<file path="src/rtl/pid_wr_pkg.sv">
// Shared definitions for the PID pipeline configuration write sequencer.
// Holds the host/bus widths, the assembler state encoding, the number of
// data words per command and the layout of a queued command entry.
package pid_wr_pkg;

   localparam int W_HOST    = 16;
   localparam int W_WR_ADDR = 16;
   localparam int W_WR_CHAN = 16;
   localparam int W_WR_DATA = 48;

   localparam int N_DW = W_WR_DATA / W_HOST;
   localparam int W_DW = (N_DW > 1) ? $clog2(N_DW) : 1;
   localparam logic [W_DW-1:0] DW_LAST = W_DW'(N_DW - 1);

   // Entry layout, MSB to LSB: {addr, chan, data}
   localparam int W_ENTRY  = W_WR_ADDR + W_WR_CHAN + W_WR_DATA;
   localparam int OFS_DATA = 0;
   localparam int OFS_CHAN = OFS_DATA + W_WR_DATA;
   localparam int OFS_ADDR = OFS_CHAN + W_WR_CHAN;

   typedef enum logic [1:0] {
      S_ADDR = 2'd0,
      S_CHAN = 2'd1,
      S_DATA = 2'd2
   } asm_state_t;

endpackage

</file>
<file path="src/rtl/sync_fifo.sv">
// Single-clock FIFO with synchronous active-high reset.
// Ports: clk_in/rst_in; push/din write side; pop/dout read side (dout shows
// the head entry combinationally); full/empty/count status.
// Push while full and pop while empty are ignored.
module sync_fifo #(
   parameter  int WIDTH = 8,
   parameter  int DEPTH = 4,
   localparam int W_PTR = $clog2(DEPTH),
   localparam int W_CNT = W_PTR + 1
) (
   input  logic             clk_in,
   input  logic             rst_in,
   input  logic             push,
   input  logic [WIDTH-1:0] din,
   input  logic             pop,
   output logic [WIDTH-1:0] dout,
   output logic             full,
   output logic             empty,
   output logic [W_CNT-1:0] count
);

   logic [WIDTH-1:0] mem [DEPTH];
   logic [W_PTR-1:0] wr_ptr;
   logic [W_PTR-1:0] rd_ptr;
   logic             do_push;
   logic             do_pop;

   assign full    = (count == W_CNT'(DEPTH));
   assign empty   = (count == '0);
   assign do_push = push && !full;
   assign do_pop  = pop && !empty;
   assign dout    = mem[rd_ptr];

   // Storage carries no reset; pointers and count define what is valid.
   always_ff @(posedge clk_in) begin
      if (do_push) mem[wr_ptr] <= din;
   end

   always_ff @(posedge clk_in) begin
      if (rst_in) begin
         wr_ptr <= '0;
         rd_ptr <= '0;
         count  <= '0;
      end else begin
         if (do_push) wr_ptr <= wr_ptr + 1'b1;
         if (do_pop)  rd_ptr <= rd_ptr + 1'b1;
         if (do_push && !do_pop)      count <= count + 1'b1;
         else if (!do_push && do_pop) count <= count - 1'b1;
      end
   end

endmodule

</file>
<file path="src/rtl/pid_wr_sequencer.sv">
// Host-side write initiator for the PID pipeline configuration bus.
// Assembles 16-bit host words into {addr, chan, data} commands, queues them,
// and issues one-cycle wr_en strobes when the pipeline is not holding.
// Ports: clk_in/rst_in (sync, active high); host_valid/host_sof/host_word/
// host_ready host stream; hold_in pipeline busy; wr_en/wr_addr/wr_chan/wr_data
// write bus; fifo_count pending commands; frame_err/clr_err sticky error.
//
// state  | meaning
// S_ADDR | waiting for a sof word carrying the address
// S_CHAN | next word is the channel
// S_DATA | collecting data words, MSW first, dw_cnt = word index
module pid_wr_sequencer
   import pid_wr_pkg::*;
#(
   parameter  int FIFO_DEPTH = 4,
   localparam int W_CNT      = $clog2(FIFO_DEPTH) + 1
) (
   input  logic                 clk_in,
   input  logic                 rst_in,
   input  logic                 host_valid,
   input  logic                 host_sof,
   input  logic [W_HOST-1:0]    host_word,
   output logic                 host_ready,
   input  logic                 hold_in,
   output logic                 wr_en,
   output logic [W_WR_ADDR-1:0] wr_addr,
   output logic [W_WR_CHAN-1:0] wr_chan,
   output logic [W_WR_DATA-1:0] wr_data,
   output logic [W_CNT-1:0]     fifo_count,
   output logic                 frame_err,
   input  logic                 clr_err
);

   asm_state_t           state;
   logic [W_DW-1:0]      dw_cnt;
   logic [W_WR_ADDR-1:0] addr_q;
   logic [W_WR_CHAN-1:0] chan_q;
   logic [W_WR_DATA-1:0] data_q;
   logic [W_WR_DATA-1:0] data_nxt;

   logic               accept;
   logic               last_dw;
   logic               push;
   logic               pop;
   logic               err_set;
   logic               fifo_full;
   logic               fifo_empty;
   logic [W_ENTRY-1:0] fifo_dout;

   assign last_dw = (state == S_DATA) && (dw_cnt == DW_LAST);
   // The same-cycle pop is deliberately ignored so a push never meets a full FIFO.
   assign host_ready = !rst_in && !(last_dw && fifo_full);
   assign accept     = host_valid && host_ready;
   // Shifting in MSW first leaves word 0 in the top slice after N_DW words.
   assign data_nxt   = {data_q[W_WR_DATA-W_HOST-1:0], host_word};
   assign push       = accept && !host_sof && last_dw;
   assign pop        = !fifo_empty && !hold_in;
   assign err_set    = accept && (host_sof ? (state != S_ADDR) : (state == S_ADDR));

   always_ff @(posedge clk_in) begin
      if (rst_in) begin
         state     <= S_ADDR;
         dw_cnt    <= '0;
         addr_q    <= '0;
         chan_q    <= '0;
         data_q    <= '0;
         frame_err <= 1'b0;
      end else begin
         if (accept) begin
            if (host_sof) begin
               addr_q <= host_word;
               state  <= S_CHAN;
            end else begin
               case (state)
                  S_ADDR: state <= S_ADDR;
                  S_CHAN: begin
                     chan_q <= host_word;
                     dw_cnt <= '0;
                     state  <= S_DATA;
                  end
                  S_DATA: begin
                     data_q <= data_nxt;
                     if (dw_cnt == DW_LAST) state <= S_ADDR;
                     else                   dw_cnt <= dw_cnt + 1'b1;
                  end
                  default: state <= S_ADDR;
               endcase
            end
         end
         if (clr_err)      frame_err <= 1'b0;
         else if (err_set) frame_err <= 1'b1;
      end
   end

   sync_fifo #(
      .WIDTH (W_ENTRY),
      .DEPTH (FIFO_DEPTH)
   ) u_fifo (
      .clk_in (clk_in),
      .rst_in (rst_in),
      .push   (push),
      .din    ({addr_q, chan_q, data_nxt}),
      .pop    (pop),
      .dout   (fifo_dout),
      .full   (fifo_full),
      .empty  (fifo_empty),
      .count  (fifo_count)
   );

   always_ff @(posedge clk_in) begin
      if (rst_in) begin
         wr_en   <= 1'b0;
         wr_addr <= '0;
         wr_chan <= '0;
         wr_data <= '0;
      end else begin
         wr_en <= pop;
         if (pop) begin
            wr_addr <= fifo_dout[OFS_ADDR +: W_WR_ADDR];
            wr_chan <= fifo_dout[OFS_CHAN +: W_WR_CHAN];
            wr_data <= fifo_dout[OFS_DATA +: W_WR_DATA];
         end
      end
   end

endmodule

</file>
<file path="config.mk">
export PLATFORM = sky130hd
export DESIGN_NAME = pid_wr_sequencer
export DESIGN_NICKNAME = d
export VERILOG_FILES = /design/src/rtl/pid_wr_pkg.sv /design/src/rtl/sync_fifo.sv /design/src/rtl/pid_wr_sequencer.sv
export SDC_FILE = /design/constraint.sdc
export NUM_CORES = 1
export LEC_CHECK = 0
export BUFFER_PORTS_ARGS = -buffer_cell sky130_fd_sc_hd__buf_2
export CORE_MARGIN = 4
export CORE_UTILIZATION = 45
export DETAILED_ROUTE_END_ITERATION = 12
export HOLD_SLACK_MARGIN = 0.06
export PLACE_DENSITY = 0.76
export SLEW_MARGIN = 20
export SYNTH_ARGS = -nofsm -noshare
export SYNTH_HDL_FRONTEND = slang
export SYNTH_SLANG_ARGS = --single-unit
</file>
<file path="constraint.sdc">
create_clock -name clk_in -period 3.5 [get_ports clk_in]
set_clock_uncertainty 0.05 [all_clocks]
set_input_delay 0.525 -clock clk_in [delete_from_list [all_inputs] [get_ports clk_in]]
set_output_delay 0.525 -clock clk_in [all_outputs]
set_load 0.01 [all_outputs]
</file>
-- Word-level counts from Yosys, hierarchy flattened
Memories as Yosys holds them, arrays and structs flattened. A register that Yosys moved wholly into a read port is not among the register bits.
Cells that the tools add are included.
- memory bits (writable): 320
- bits of input ports: 22
- output and inout bits: 86
- word-level logic and storage cells: 64
- memories kept: 1
- register bits after elaboration: 77
- multiplexer cells: 10
- add/subtract/negate cells: 5
- reduce and logical (&&, ||, !) cells: 31
- equal/unequal tests: 6
- bitwise logic cells: 1
- memory list (name ; depth ; width ; rd ports ; clocked after memory_dff ; write ports ; RTL line ; RTL):
    u_fifo.mem ; 4 ; 80 ; 1 ; 1 ; 1 ; sync_fifo.sv:22 ; logic [WIDTH-1:0] mem [DEPTH];
- operators by type and width (cell ; count):
    $logic_and 1x1->1 ; 12
    $logic_not 1->1 ; 8
    $pmux 2 s2 ; 2
    $add 2x1->2 const B ; 3
    $mux 2 ; 3
    $mux 3 ; 2
    $reduce_and 3->1 ; 2
    $reduce_bool 2->1 ; 3
    $eq 2x2->1 const B ; 2
    $reduce_and 2->1 ; 2
    $reduce_and 4->1 ; 1
    $add 3x1->3 const B ; 1
    $eq 3x3->1 const B ; 1
    $logic_not 3->1 ; 1
    $mux 1 ; 3
    $ne 3x2->1 const B ; 1
    $sub 3x1->3 const B ; 1
    $eq 2x1->1 const B ; 1
    $logic_not 2->1 ; 1
    $ne 2x2->1 const B ; 1
    $reduce_or 2->1 ; 1
    $not 1->1 ; 1

-- Depth between registers and ports, before layout
Gate-level depths: netlist of the first run.
- word-level depth: 13
- mapped depth: 10
- depth with buffers taken out: 10

-- By module
A second synthesis of the first run with hierarchy kept.
- cells, all modules: 1132
- area total of the unflattened synthesis: 17807.1 um2
- by module, submodules not included (module ; sequential area each (um2) ; instances ; cells each ; area an instance (um2)):
    sync_fifo ; 9789.4 ; 1 ; 466 ; 12094.1
    pid_wr_sequencer ; 3002.9 ; 1 ; 666 ; 5713.0

-- Worst setup path before layout of the first run
No wires, ideal clock.
- path kind: register to register
- from: register state[0]
- to: memory u_fifo.mem[1][0] in the netlist's numbering, enable pin
- stages on the path, launching flop included: 6
- data required time: 3.003 ns
- path buffers: 0
- arrival: 3.154 ns
- clock period less this slack: 3.651 ns
- path slack: -0.151 ns
- library setup time: 0.447 ns
- cell sequence: dfxtp_1 > inv_1 > ha_1 > nand2_1 > nor3_2 > and2_1
- longest elaborated chain between the ends: 11
- RTL lines (what ; RTL line ; RTL):
    from (decl) ; pid_wr_sequencer.sv:34 ; asm_state_t state;
    from (signal assigned) ; pid_wr_sequencer.sv:62 ; state <= S_ADDR;
    from (signal assigned) ; pid_wr_sequencer.sv:72 ; state <= S_CHAN;
    from (signal assigned) ; pid_wr_sequencer.sv:75 ; S_ADDR: state <= S_ADDR;
    $eq 2x2->1 * ; pid_wr_sequencer.sv:50 ; assign last_dw = (state == S_DATA) && (dw_cnt == DW_LAST);
    $logic_and 1x1->1 * ; pid_wr_sequencer.sv:50 ;
    $logic_and 1x1->1 ; pid_wr_sequencer.sv:52 ; assign host_ready = !rst_in && !(last_dw && fifo_full);
    $logic_not 1->1 ; pid_wr_sequencer.sv:52 ;
    $logic_and 1x1->1 ; pid_wr_sequencer.sv:52 ;
    $logic_and 1x1->1 ; pid_wr_sequencer.sv:53 ; assign accept = host_valid && host_ready;
    $logic_and 1x1->1 ; pid_wr_sequencer.sv:56 ; assign push = accept && !host_sof && last_dw;
    $logic_and 1x1->1 * ; pid_wr_sequencer.sv:56 ;
    $logic_and 1x1->1 * ; sync_fifo.sv:30 ; assign do_push = push && !full;
    net u_fifo.do_push ; sync_fifo.sv:25 ; logic do_push;
    $mux 1 * ; sync_fifo.sv:36 ; if (do_push) mem[wr_ptr] <= din;
    $mux 1 (not written as such) * ; sync_fifo.sv:36 ;
    to (decl) ; sync_fifo.sv:22 ;
The timed path passes the listed nets; every way through them passes the cells marked *.

-- Worst setup path after layout of the first run
- from: register state[0]
- to: register u_fifo.count[2]
- longest elaborated chain between the ends: 12
- elaborated cells between the ends (all ways): 14
- classes of those cells: eq/ne (1); mux (1); reduce/logical (12)
- RTL lines (what ; RTL line ; RTL):
    $eq 2x2->1 * ; pid_wr_sequencer.sv:50 ;
    $logic_and 1x1->1 * ; pid_wr_sequencer.sv:50 ;
    $logic_and 1x1->1 ; pid_wr_sequencer.sv:52 ;
    $logic_not 1->1 ; pid_wr_sequencer.sv:52 ;
    $logic_and 1x1->1 ; pid_wr_sequencer.sv:52 ;
    $logic_and 1x1->1 ; pid_wr_sequencer.sv:53 ;
    $logic_and 1x1->1 ; pid_wr_sequencer.sv:56 ;
    $logic_and 1x1->1 * ; pid_wr_sequencer.sv:56 ;
    $logic_and 1x1->1 * ; sync_fifo.sv:30 ;
    net u_fifo.do_push ; sync_fifo.sv:25 ;
    $logic_not 1->1 ; sync_fifo.sv:48 ; else if (!do_push && do_pop) count <= count - 1'b1;
    $logic_and 1x1->1 ; sync_fifo.sv:48 ;
    $reduce_bool 2->1 (no line) ; - ;
    to (signal assigned) ; sync_fifo.sv:47 ; if (do_push && !do_pop) count <= count + 1'b1;
    to (signal assigned) ; sync_fifo.sv:48 ;
    to (decl) ; sync_fifo.sv:19 ; output logic [W_CNT-1:0] count
Marked as above.
A chain may end at the register's enable or synchronous reset.

==> run_results.csv, run 1 <==
group,metric,value,unit
cts,ctsResizeCount,0,
global_routing,antenna_found_initial,1,
worst_setup_path,critical-path-top-delay-family,"adder cells",
worst_setup_path,path_cells,"inv_1 -> ha_1 -> nand2_1 -> nor3_2 -> buf_4 -> ha_1 -> inv_1 -> fa_1 -> xor2_1 -> or3_1 -> a21oi_1",
cts,numCtsBuffers,46,
sta,worstMarginPinSlew,982,ps
detailed_routing,antenna_left,0,
worst_setup_path,cp_max_fo,7,
worst_setup_path,max_stage_delay,370,ps
logic_synthesis,syn_nets,1125,
floorplanning,dieArea,42500,µm²
logic_synthesis,synth_seq_cells,477,
final_layout,nNetsFinal,1225,
detailed_routing,route.detailed.drc,0,
sta,hold_ws,100,ps
cts,cts_setup_buffers,0,
detailed_routing,routedWlPerCell,21.9,µm
final_layout,final_common_cell,"edfxtp_1",
logic_synthesis,synthFlopType,"edfxtp_1",
logic_synthesis,synth_area_per_cell,16.1,µm²
power,ir_drop,0.678,mV
sta,setup_tns,0,ps
placed_design,dp_cells,1663,
sta,rsz0062_at_grt,"no",
final_layout,drive_above_1_share,0.237,
logic_synthesis,yosysSeqAreaShare,0.722,
worst_setup_path,crit_slowest_cell,"fa_1",
cts,cts-hold-fix-buffers,0,
placed_design,port_buffers,107,
worst_hold_path,hold_path.class,"input port to flip-flop",
final_layout,n_antenna_cell,0,
detailed_routing,num_vias,9836,
global_routing,grt_usage,0.180,
floorplanning,start_util,0.456,
final_layout,seq_area,12800,µm²
sta,maxSlewHeadroom,0.345,
placed_design,routabilityCongestion,0.743,
final_layout,fin_area,20300,µm²
logic_synthesis,synth_area_leaders,"edfxtp_1, dfxtp_1, mux4_2",
run,max_cap_violations,0,
logic_synthesis,synthArstFlopShare,0,
cts,clockRootBuffer,"clkbuf_16",
cts,insertion_delay,540,ps
final_layout,mostFrequentLayoutCells,"edfxtp_1, dfxtp_1, buf_2",
logic_synthesis,syn_area,17700,µm²
cts,clk_pin_slew_worst_paths,60,ps
logic_synthesis,syn_inst,1093,
cts,cts_buffer_depth,3,
final_layout,num-fill-cells,3098,
sta,slew_violations,0,
floorplanning,die_y,206,µm
worst_setup_path,worst_ep_required_time,3910,ps
logic_synthesis,synthDistinctLibCells,44,
global_routing,grt.overflow.total,0,
detailed_routing,drt_iter0_markers,831,
placed_design,dpl_worst_slack,640,ps
final_layout,final_cell_count_no_fill,1748,
logic_synthesis,yosys.area.top_type,"edfxtp_1",
final_layout,multi_input_area,4430,µm²
placed_design,hpwl,22300,µm
global_routing,grt_pass1_vias,9962,
detailed_routing,vias_per_cell,5.63,
worst_setup_path,worstSetupPathType,"flip-flop to flip-flop",
cts,cts_tree,"built",
sta,hold_violations,0,
sta,final.setup.worst_slack,748,ps
final_layout,areaGrowthSynthToFinish,15.3,%
detailed_routing,wirelength,38200,µm
placed_design,dpl_cell_area,18800,µm²
floorplanning,rows,72,
detailed_routing,drtPass1Iterations,4,
worst_setup_path,critPathBufInv,3,
logic_synthesis,synth_edf_count,320,
worst_setup_path,reg2reg_setup_slack,750,ps
cts,ctsHtreeMaxLevel,2,
floorplanning,core,38700,µm²
worst_setup_path,endpoint_kind,"flip-flop",
floorplanning,io_pins,108,
power,power_density,742,nW/µm²
power,p_total,15.1,mW
global_routing,grt_max_degree,83,
sta,post-route-min-period,2750,ps
sta,finalSetupViolations,0,
cts,numClockSinks,477,
outcome,status,"complete, no violations",
sta,fmax,363,MHz
power,leakage,7.35,nW
logic_synthesis,synth_top_area_share,0.544,
logic_synthesis,synth_warnings,0,
final_layout,finish.utilization,0.525,
worst_setup_path,cp-start-kind,"flip-flop",
floorplanning,fp.dieW,206,µm
global_routing,grt_pass1_wl,59300,µm
sta,finalCritPeriodShare,0.786,
worst_setup_path,crit_arrival,3160,ps
-- cell usage after synthesis, types with 2 or more instances --
cell,instances
buf_2,9
buf_6,3
dfxtp_1,157
o21ai_0,83
and2_1,5
or3_1,3
buf_8,4
nand3_1,81
or3b_1,2
o211ai_1,2
clkbuf_1,44
mux4_2,80
nor3_2,2
nand2_1,69
inv_1,24
nor2_1,5
mux2i_1,66
xor2_1,3
buf_1,15
a21oi_1,85
ha_1,9
edfxtp_1,320
-- power breakdown --
group	switching (mW)	internal, mW	total (mW)
clock network	2.00	3.17	5.17
registers	0.233	6.37	6.60
logic	2.01	1.32	3.33
total	4.25	10.9	15.1
-- path summary, 6_finish.rpt --
check / depth (start not counted) / end / from
hold reg to reg: 2 / frame_err / frame_err
hold / removal: 2 / frame_err / clr_err
setup / recovery: 11 / u_fifo.count[2] / state[0]
setup reg to reg: 11 / u_fifo.count[2] / state[0]
-- layer usage --
layer	track usage	wire length, µm
met3	0.0330	2380
met4	0.0428	781
met2	0.300	19200
met1	0.250	15900
met5	0	13
-- state kept, by name, indices dropped and copies added (netlist names) --
register and count:
u_fifo.rd_ptr 2, addr_q 16, wr_en 1, chan_q 16, frame_err 1, wr_data 48
data_q 32, dw_cnt 2, u_fifo.count 3, wr_addr 16, wr_chan 16, state 2
u_fifo.wr_ptr 2, u_fifo.mem 320
-- cell families after synthesis --
kind of cell	synth area share
xor gates and xnor gates	0.00149
muxes	0.140
AOI/OAI and AO/OA	0.0540
buffers and inverters	0.0275
adders and majority gates	0.00751
DFF	0.722
and+or+nand+nor	0.0469
-- area by class of cell --
| class | instances | share of cell area |
|---|---|---|
| inverter | 26 | 0.00480 |
| multi-input combinational | 513 | 0.218 |
| tap | 518 | 0.0319 |
| sequential | 477 | 0.627 |
| timing repair buffer | 129 | 0.0401 |
| clock buffer | 67 | 0.0640 |
| clock inverter | 18 | 0.0144 |
-- worst reg2reg max path: stages, from the launching register on --
cell and delay [ps]:
dfxtp_1 310, inv_1 100, ha_1 330, nand2_1 260, nor3_2 240, buf_4 180
ha_1 180, inv_1 60, fa_1 370, xor2_1 160, or3_1 300, a21oi_1 150
No activity file was read; power rests on OpenSTA's default activity.
==> inputs of run 2 (changes only) <==
--- a/config.mk
+++ b/config.mk
@@ -5,12 +5,13 @@
 export SDC_FILE = /design/constraint.sdc
 export NUM_CORES = 1
 export LEC_CHECK = 0
+export ABC_AREA = 1
 export BUFFER_PORTS_ARGS = -buffer_cell sky130_fd_sc_hd__buf_2
 export CORE_MARGIN = 4
 export CORE_UTILIZATION = 45
 export DETAILED_ROUTE_END_ITERATION = 12
 export HOLD_SLACK_MARGIN = 0.06
-export PLACE_DENSITY = 0.76
+export PLACE_DENSITY = 0.74
 export SLEW_MARGIN = 20
 export SYNTH_ARGS = -nofsm -noshare
 export SYNTH_HDL_FRONTEND = slang
==> constraint.sdc (replaced) <==
create_clock -name clk_in -period 2.9 [get_ports clk_in]
set_clock_uncertainty 0.05 [all_clocks]
set_input_delay 0.435 -clock clk_in [delete_from_list [all_inputs] [get_ports clk_in]]
set_output_delay 0.435 -clock clk_in [all_outputs]
set_load 0.01 [all_outputs]
==> run 2 against run 1 <==
Combinational power rose by 4%. Global-route usage rose by 1.0 points. Register-to-register slack got worse by 450 ps. Setup slack got worse by 450 ps. Non-clock buffer count did not move. Fmax rose by 5.9%. Core utilization rose by 0.21 points. First-iteration DRC count rose by 25%. Critical path type unchanged.
==> run_results.csv, run 2 <==
group,metric,value,unit
logic_synthesis,synth_most_common_cell,"nor2_1",
sta,finalCritPeriodShare,0.896,
power,power_density,867,nW/µm²
sta,rsz0062_at_grt,"no",
global_routing,grt.overflow.total,0,
logic_synthesis,synthFlopType,"edfxtp_1",
sta,worstMarginPinSlew,847,ps
worst_setup_path,endpoint_kind,"flip-flop",
logic_synthesis,synth_area_leaders,"edfxtp_1, dfxtp_1, nor2_1",
cts,clockRootBuffer,"clkbuf_16",
worst_hold_path,hold_depth,1,
power,sequentialPowerShare,0.455,
final_layout,fin_area,20400,µm²
worst_setup_path,r2r-start,"state[0]",
cts,clk_pin_slew_worst_paths,60,ps
sta,maxSlewHeadroom,0.435,
logic_synthesis,synthArstFlopShare,0,
final_layout,top_regs,"u_fifo.mem x320, wr_data x48, data_q x32",
worst_setup_path,r2r_cells,14,
power,p_sw,5.20,mW
worst_hold_path,min_to,"u_fifo.mem[1][11]",
logic_synthesis,synth_seq_cells,477,
power,p_comb_frac,0.195,
cts,ctsResizeCount,0,
global_routing,met2_usage,0.324,
floorplanning,fp.dieW,206,µm
final_layout,areaGrowthSynthToFinish,15.4,%
logic_synthesis,synthDistinctLibCells,24,
detailed_routing,wirelength,40800,µm
outcome,status,"complete, no violations",
detailed_routing,vias_per_cell,5.25,
floorplanning,die_y,206,µm
detailed_routing,route.detailed.drc,0,
power,leakage,7.59,nW
global_routing,grt_busiest_layer,"met2",
placed_design,port_buffers,107,
final_layout,drive_above_1_share,0.135,
cts,cts-hold-fix-buffers,1,
sta,post-route-min-period,2600,ps
worst_setup_path,reg2reg_setup_slack,300,ps
global_routing,antenna_found_initial,1,
worst_setup_path,cp-start-kind,"flip-flop",
power,ir_drop,0.637,mV
logic_synthesis,yosys.area.top_type,"edfxtp_1",
logic_synthesis,synth_edf_count,320,
cts,numClockSinks,477,
logic_synthesis,syn_inst,1584,
cts,insertion_delay,560,ps
logic_synthesis,syn_area,17700,µm²
placed_design,dpl_cell_area,18800,µm²
cts,numCtsBuffers,47,
placed_design,hpwl,22200,µm
detailed_routing,drtPass1Iterations,5,
power,internal_power,12.5,mW
floorplanning,start_util,0.457,
cts,cts_setup_buffers,0,
global_routing,grt_pass1_wl,63900,µm
run,max_cap_violations,0,
global_routing,grt_usage,0.191,
floorplanning,core,38700,µm²
floorplanning,dieArea,42600,µm²
logic_synthesis,synth_warnings,0,
detailed_routing,drt_iter0_markers,1042,
final_layout,final_common_cell,"nor2_1",
worst_hold_path,hold_path.class,"input port to flip-flop",
final_layout,nNetsFinal,1697,
cts,cts_tree,"built",
power,pwr-share-clk,0.349,
cts,cts_buffer_depth,3,
final_layout,n_antenna_cell,0,
logic_synthesis,syn_nets,1616,
logic_synthesis,netlist_top_cells_count,"nor2_1, edfxtp_1, o21ai_0, dfxtp_1, nand2_1",
final_layout,largest-register,"u_fifo.mem",
global_routing,grt.met3_usage,0.0366,
sta,setup_tns,0,ps
sta,hold_violations,0,
detailed_routing,routedWlPerCell,18.3,µm
worst_setup_path,cp_max_fo,6,
sta,fmax,385,MHz
placed_design,routabilityCongestion,0.757,
detailed_routing,num_vias,11700,
final_layout,num-fill-cells,3216,
sta,finalSetupViolations,0,
logic_synthesis,synth_area_per_cell,11.2,µm²
final_layout,largest_register_ffs,320,
global_routing,grt_pass1_vias,11500,
final_layout,finish.utilization,0.527,
logic_synthesis,synth_top_area_share,0.543,
floorplanning,io_pins,108,
worst_setup_path,crit_arrival,2980,ps
power,power.switching_fraction,0.294,
worst_hold_path,hp-start,"host_word[11]",
detailed_routing,antenna_left,0,
final_layout,mostFrequentLayoutCells,"nor2_1, edfxtp_1, o21ai_0",
cts,ctsHtreeMaxLevel,2,
global_routing,use_met1,0.250,
logic_synthesis,yosysSeqAreaShare,0.721,
worst_setup_path,worstSetupPathType,"flip-flop to flip-flop",
global_routing,grt_max_degree,163,
sta,hold_ws,90.7,ps
worst_setup_path,worst_ep_required_time,3280,ps
sta,slew_violations,0,
floorplanning,rows,72,
worst_setup_path,reg2reg_to,"u_fifo.count[2]",
[run 2: layout make-up]
cell class	count	area, µm²	share of cell area
flip-flops and latches	477	12800	0.625
multi-input cells	951	4320	0.211
clock buffers	59	1310	0.0643
repair buffers	129	866	0.0424
well taps	518	648	0.0317
clock inverters	29	295	0.0145
inverters	59	230	0.0113
[run 2: how the worst max path moves through the flow]
| stage | startpoint | to | slack [ps] | depth (start not counted) |
|---|---|---|---|---|
| CTS | state[0] | u_fifo.count[2] | 320 | 14 |
| floorplan | state[0] | u_fifo.mem[0][0] | 8 | 9 |
| global placement | state[0] | u_fifo.count[2] | 390 | 14 |
| detailed placement | state[0] | u_fifo.count[2] | 340 | 14 |
| finish | state[0] | u_fifo.count[2] | 300 | 14 |
| global route | dw_cnt[0] | u_fifo.count[2] | 80 | 14 |
[run 2: per-layer routing]
metal / vias to the layer above / share of wire
met5: - / 0.00020
li1: 5617 / -
met3: 60 / 0.063
met1: 5627 / 0.42
met4: 2 / 0.020
met2: 349 / 0.49
[run 2: stage by stage]
step,worst slack (ps),power (mW),std cells
CTS,317,17.9,2222
finish,302,17.7,2222
floorplan,8.23,10.3,1584
global placement,392,11.6,2133
detailed placement,339,11.7,2133
global route,84.5,18.6,2222
[run 2: worst max-delay path, stage by stage (launching register included)]
cell and delay (ps):
dfxtp_2 340, inv_1 60, ha_2 210, nand2_2 110
inv_1 60, nand3_2 110, nand4_4 150, nor2_4 250
ha_1 180, inv_1 70, fa_1 380, a21oi_1 160
o21ai_0 120, o21ai_0 160, a21oi_1 60
[run 2: kinds of logic (layout without fill, tap and decap cells)]
logic type / after synthesis / in the layout / synth area share
XOR/XNOR: 2 / 2 / 0.000990
buffers and inverters: 156 / 276 / 0.0378
flip-flops: 477 / 477 / 0.721
AND/OR/NAND/NOR: 587 / 587 / 0.128
adder cells (fa/ha/maj): 10 / 10 / 0.00750
AO/OA/AOI/OAI: 352 / 352 / 0.105
[run 2: power by group through the flow]
stage	Sequential [mW]	Combinational, mW	Clock [mW]
after global routing	8.12	3.86	6.59
after floorplan	8.33	1.94	0
after detailed placement	8.20	3.48	0
after global placement	8.20	3.40	0
final	8.07	3.46	6.19
after CTS	8.07	3.51	6.27
